**src/rtl/reductor_arbiter.sv**
```systemverilog
// reductor_arbiter
//   Round-robin arbiter that serializes wide input words into narrow beats.
//   A granted word of NO chunks leaves on dout as NO consecutive beats, chunk 0
//   first. The grant stays locked until the last beat, and the input is acked
//   only on that last beat.
//
// Ports
//   clk        : single clock, rising edge
//   rst        : synchronous, active-high reset
//   din_data   : [NUM] input words, NO*W_DATA bits each; chunk i = [i*W_DATA +: W_DATA]
//   din_valid  : [NUM] input valids
//   din_ready  : [NUM] input readies (pulse on last-beat handshake only)
//   dout_data  : {src[SW-1:0], last, chunk[W_DATA-1:0]}
//   dout_valid : output valid
//   dout_ready : output ready
//
// state | meaning
// IDLE  | no grant locked; chunk 0 of the round-robin pick shown combinationally
// BUSY  | grant locked to g; chunk cnt of din[g] shown
module reductor_arbiter #(
    parameter int W_DATA = 16,
    parameter int NO     = 4,
    parameter int NUM    = 2,
    localparam int SW    = ($clog2(NUM) > 1) ? $clog2(NUM) : 1,
    localparam int CW    = ($clog2(NO) > 1) ? $clog2(NO) : 1
) (
    input  logic                             clk,
    input  logic                             rst,
    input  logic [NUM-1:0][NO*W_DATA-1:0]    din_data,
    input  logic [NUM-1:0]                   din_valid,
    output logic [NUM-1:0]                   din_ready,
    output logic [W_DATA+SW:0]               dout_data,
    output logic                             dout_valid,
    input  logic                             dout_ready
);

    typedef enum logic {IDLE, BUSY} state_t;

    state_t              state, state_n;
    logic [CW-1:0]       cnt, cnt_n;
    logic [SW-1:0]       ptr, ptr_n, g, g_n;
    logic [SW-1:0]       sel, cur;
    logic                found, cur_valid, last, hs;
    logic [NO*W_DATA-1:0] word;
    logic [W_DATA-1:0]   chunk;
    int                  idx;

    // Explicit wrap so non-power-of-2 NUM never reaches an unused index.
    function automatic logic [SW-1:0] wrap_inc(input logic [SW-1:0] x);
        if (int'(x) >= NUM - 1)
            return '0;
        else
            return x + SW'(1);
    endfunction

    // First valid input at or after ptr, wrapping modulo NUM.
    always_comb begin
        sel   = ptr;
        found = 1'b0;
        idx   = 0;
        for (int k = 0; k < NUM; k++) begin
            idx = int'(ptr) + k;
            if (idx >= NUM)
                idx = idx - NUM;
            if (!found && din_valid[idx]) begin
                sel   = SW'(idx);
                found = 1'b1;
            end
        end
    end

    assign cur = (state == BUSY) ? g : sel;

    always_comb begin
        word      = '0;
        cur_valid = 1'b0;
        for (int i = 0; i < NUM; i++) begin
            if (cur == SW'(i)) begin
                word      = din_data[i];
                cur_valid = din_valid[i];
            end
        end
    end

    // cnt is zero in IDLE, so one mux serves both states.
    always_comb begin
        chunk = '0;
        for (int i = 0; i < NO; i++) begin
            if (int'(cnt) == i)
                chunk = word[i*W_DATA +: W_DATA];
        end
    end

    assign last = (int'(cnt) == NO - 1);

    // In BUSY only the locked input counts; a dropped valid there stalls the
    // burst without releasing the lock.
    always_comb begin
        dout_valid = 1'b0;
        if (!rst)
            dout_valid = (state == IDLE) ? (|din_valid) : cur_valid;
    end

    assign hs        = dout_valid && dout_ready;
    assign dout_data = {cur, last, chunk};

    always_comb begin
        din_ready = '0;
        for (int i = 0; i < NUM; i++)
            din_ready[i] = hs && last && (cur == SW'(i));
    end

    always_comb begin
        state_n = state;
        cnt_n   = cnt;
        ptr_n   = ptr;
        g_n     = g;
        if (hs) begin
            if (last) begin
                state_n = IDLE;
                cnt_n   = '0;
                ptr_n   = wrap_inc(cur);
            end else begin
                state_n = BUSY;
                cnt_n   = cnt + CW'(1);
                if (state == IDLE)
                    g_n = sel;
            end
        end
    end

    always_ff @(posedge clk) begin
        if (rst) begin
            state <= IDLE;
            cnt   <= '0;
            ptr   <= '0;
            g     <= '0;
        end else begin
            state <= state_n;
            cnt   <= cnt_n;
            ptr   <= ptr_n;
            g     <= g_n;
        end
    end

endmodule

```
**config.mk**
```make
export PLATFORM = sky130hd
export DESIGN_NAME = reductor_arbiter
export DESIGN_NICKNAME = d
export VERILOG_FILES = /design/src/rtl/reductor_arbiter.sv
export SDC_FILE = /design/constraint.sdc
export NUM_CORES = 1
export LEC_CHECK = 0
export CORE_UTILIZATION = 30
export DETAILED_ROUTE_END_ITERATION = 10
export PLACE_DENSITY = 0.88
export SYNTH_ARGS = -nofsm -noshare
export SYNTH_HDL_FRONTEND = slang
export SYNTH_SLANG_ARGS = --single-unit
```
**constraint.sdc**
```tcl
create_clock -name clk -period 5.4 [get_ports clk]
set_input_delay 1.08 -clock clk [delete_from_list [all_inputs] [get_ports clk]]
set_output_delay 1.08 -clock clk [all_outputs]
set_load 0.02 [all_outputs]
```
==> parameters.txt, run 1 <==
Parameter                              Value

Die
  Core area    0.00507 sq mm
  Die Outline Area    0.00554 sq mm
  Chip height    74.5 microns
  Std cell rows    26
  Number of top-level pins    154
  Starting density of the core    31.0%
  Die W    74.5 microns

Cells and area
  Total non-filler cell area in the finished layout    0.00312 sq mm
  Share of post-route cells with drive strength above 1    3.13%
  Area of the multi-input gates    0.00130 sq mm
  Area Overhead vs Synth    98.0%
  Number of fill cells in the layout    474
  Most frequent cells in the layout    sky130_fd_sc_hd__clkdlybuf4s50_1 (153), sky130_fd_sc_hd__o221ai_1 (46), sky130_fd_sc_hd__nand3_1 (32), sky130_fd_sc_hd__nand2_1 (23), sky130_fd_sc_hd__mux2i_1 (17)
  # nets final    490
  ANT cells    0
  Leading cell type in the layout, fill and taps excluded    sky130_fd_sc_hd__clkdlybuf4s50_1
  Post-Layout Cell Count    422
  Area occupied by registers    100 sq um

Timing
  Max transition margin    28.8%
  Fmax achieved    207 MHz
  Unrepaired setup endpoints after global routing    false
  Final Slew Violations    0
  Hold violation count in the final report    0
  Sum of negative setup slack    0 ps
  Slew @ Worst Pin    1070 ps
  Final setup violating endpoints    0
  Worst Slack Setup Final    565 ps
  Final worst path period need    4840 ps
  Clk_skew    2.62 ps
  Final cycle utilization of the critical path    89.5%

Placement
  Weighted congestion reported at the end of routability-driven placement    0.814
  Post-place setup slack    603 ps
  Placed Instances    418
  Number of buffers inserted by port buffering    153
  Placed cell areas    0.00307 sq mm
  Final HPWL from detailed placement    5750 microns

Setup path
  Critical Setup Path Class    input pin to primary output
  Buffer and inverter count on the worst path    4
  Data required time of the worst path    4320 ps
  Endpoint kind of the worst setup timing path    primary output
  Data arrival time of the critical path    3760 ps
  Minimum setup slack among reg-to-reg paths    2890 ps
  Library cell appearing most often on the critical path    sky130_fd_sc_hd__clkdlybuf4s50_1
  Number of gates on the worst path with buffers counted    8
  Beginning of the worst register-to-register path    g
  Critical-path top delay cell    sky130_fd_sc_hd__clkdlybuf4s50_1
  Top delay family on crit path    buffers and inverters
  Critical register-to-register path endpoint    g
  Highest net fanout along the worst path    34
  Path depth of the worst reg2reg path    5
  Crit-path cells    clkdlybuf4s50_1 > inv_1 > maj3_2 > o21a_1 > inv_2 > o221ai_1 > a32oi_1 > clkdlybuf4s50_1
  Critical path launch point type    input pin
  Crit-path max cell delay    650 ps

Global routing
  Number of antenna violations at the first check in global routing    0
  Via count of the first global-routing pass    2252
  Overflow left after global routing    0
  Total track usage    25.9%
  First-pass GRT wire length    11100 microns
  Pin count of the biggest net entering global routing    35

Power and ir drop
  Leakage power    1.14 nW
  Power density over the cells    145 mW/mm^2
  Max rail drop VDD    0.0893 mV

Clocking
  Clock sink count    5
  Number of clock buffers inserted by TritonCTS    3
  Clock Latency Late Sink    230 ps
  CTS tree    built
  Root buffer cell    sky130_fd_sc_hd__clkbuf_8
  Gates resized, CTS repair    0
  H-Tree Depth    1
  Clk buf depth    2
  Post-CTS Hold Fix Bufs    0
  Post CTS Setup Buffer Count    0
  Clk pin slew, worst setup/hold paths    40 ps

Synth
  Yosys warning count    0
  Register bit count reported by yosys    5
  Register area share after synthesis    6.35%
  Count of cell types in the netlist    31
  Synth Instances    222
  Area share of the largest cell type after synthesis    25.6%
  Net Count, Synth    359
  Top cells by area, synth    sky130_fd_sc_hd__o221ai_1 (26%), sky130_fd_sc_hd__mux2i_1 (11%), sky130_fd_sc_hd__nand3_1 (10%), sky130_fd_sc_hd__a32oi_1 (8.9%), sky130_fd_sc_hd__a21o_1 (7.6%)
  Post-synth top area cell    sky130_fd_sc_hd__o221ai_1
  Netlist area before placement    0.00158 sq mm
  Mapped Avg Cell Area    7.10 sq um

Worst hold path
  Hold Path Sink    ptr
  Worst Hold Launch    ptr
  Hold crit path type    flop to flop
  Instance count along the most critical hold path    1

Routing
  Routed wire length per instance    18.2 microns
  Total number of vias    2461
  WL final    7690 microns
  Number of nets still failing antenna checks after routing    0
  Detailed router's first-iteration violation count    255
  Drt first pass iters    4
  Drc violations    0
  Average via count per standard cell    5.83

Run status
  Outcome    completed

Flow run
  Total of max-cap violations    0
## report_power, final
group / switching (mW) / internal [mW]
clock network: 0.0205 / 0.0509
logic: 0.149 / 0.184
registers: 0.00864 / 0.0392
## layout make-up
class	count	area share [%]
clock buffers	4	1.44
inverters	8	0.963
multi-input cells	179	41.8
flip-flops and latches	5	3.21
well taps	70	2.81
repair buffers	156	49.8
## logic make-up (layout without fill, tap and decap cells)
kind of cell / Yosys count / after routing / share of synthesized area, %
simple gates: 69 / 69 / 19.6
fa+ha+maj: 5 / 5 / 3.89
buf+inv: 38 / 168 / 11.1
mux: 17 / 17 / 10.8
flops: 5 / 5 / 6.35
compound gates: 88 / 88 / 48.2
## state kept, by name, summed over array words and instances (netlist names)
signal,flops
ptr,1
cnt,2
state,1
g,1
## worst max-delay path by stage
stage / from / end
finish: din_valid[1] / dout_data[14]
CTS: din_valid[1] / dout_data[12]
global placement: din_valid[1] / dout_data[12]
global route: din_valid[1] / dout_data[9]
detailed placement: din_valid[1] / dout_data[12]
floorplan: din_valid[1] / dout_data[0]
## cell usage after synthesis (all sizes together)
cell / count
nor2b: 1
nor2: 10
a32oi: 16
ha: 4
nand2: 23
mux2i: 17
a21o: 16
a31o: 1
o21a: 1
nand2b: 1
a21oi: 1
clkbuf: 18
and2: 1
clkinv: 1
o211ai: 2
or2: 1
maj3: 1
buf: 12
o31ai: 1
a2111oi: 1
o221ai: 46
inv: 7
dfxtp: 5
nand3: 32
o21ai: 1
a211oi: 2
## layer usage
| layer | global-route usage [%] | up-vias | share of wire, % |
|---|---|---|---|
| li1 | - | 1160 | - |
| met1 | 36.6 | 1148 | 42 |
| met2 | 39.9 | 131 | 47 |
| met3 | 3.66 | 22 | 8.8 |
| met4 | 9.01 | 0 | 2.6 |
| met5 | 0 | - | 0 |
## stage by stage
step           hold slack [ps]  util [%]  power [mW]
3_5_place_dp               465      60.6       0.377
5_1_grt                    494      61.5       0.477
3_3_place_gp               461      60.6       0.373
2_1_floorplan              450         -       0.201
6_report                   468      61.5       0.452
4_1_cts                    473      61.5       0.452
## worst register-to-register path: cells and delay by family (launching register included)
family             cells  cell delay [ps]
AOI/OAI and AO/OA      2              780
DFF                    1             1020
muxes                  1              320
and+or+nand+nor        2              330
(Power assumes the default switching activity.)
==> run 2, diff against run 1 <==
- CAP_MARGIN: default -> 20
- SLEW_MARGIN: default -> 20
==> results of run 2 <==
Same layout as run 1: the final DEF is identical, and so are final timing and power.
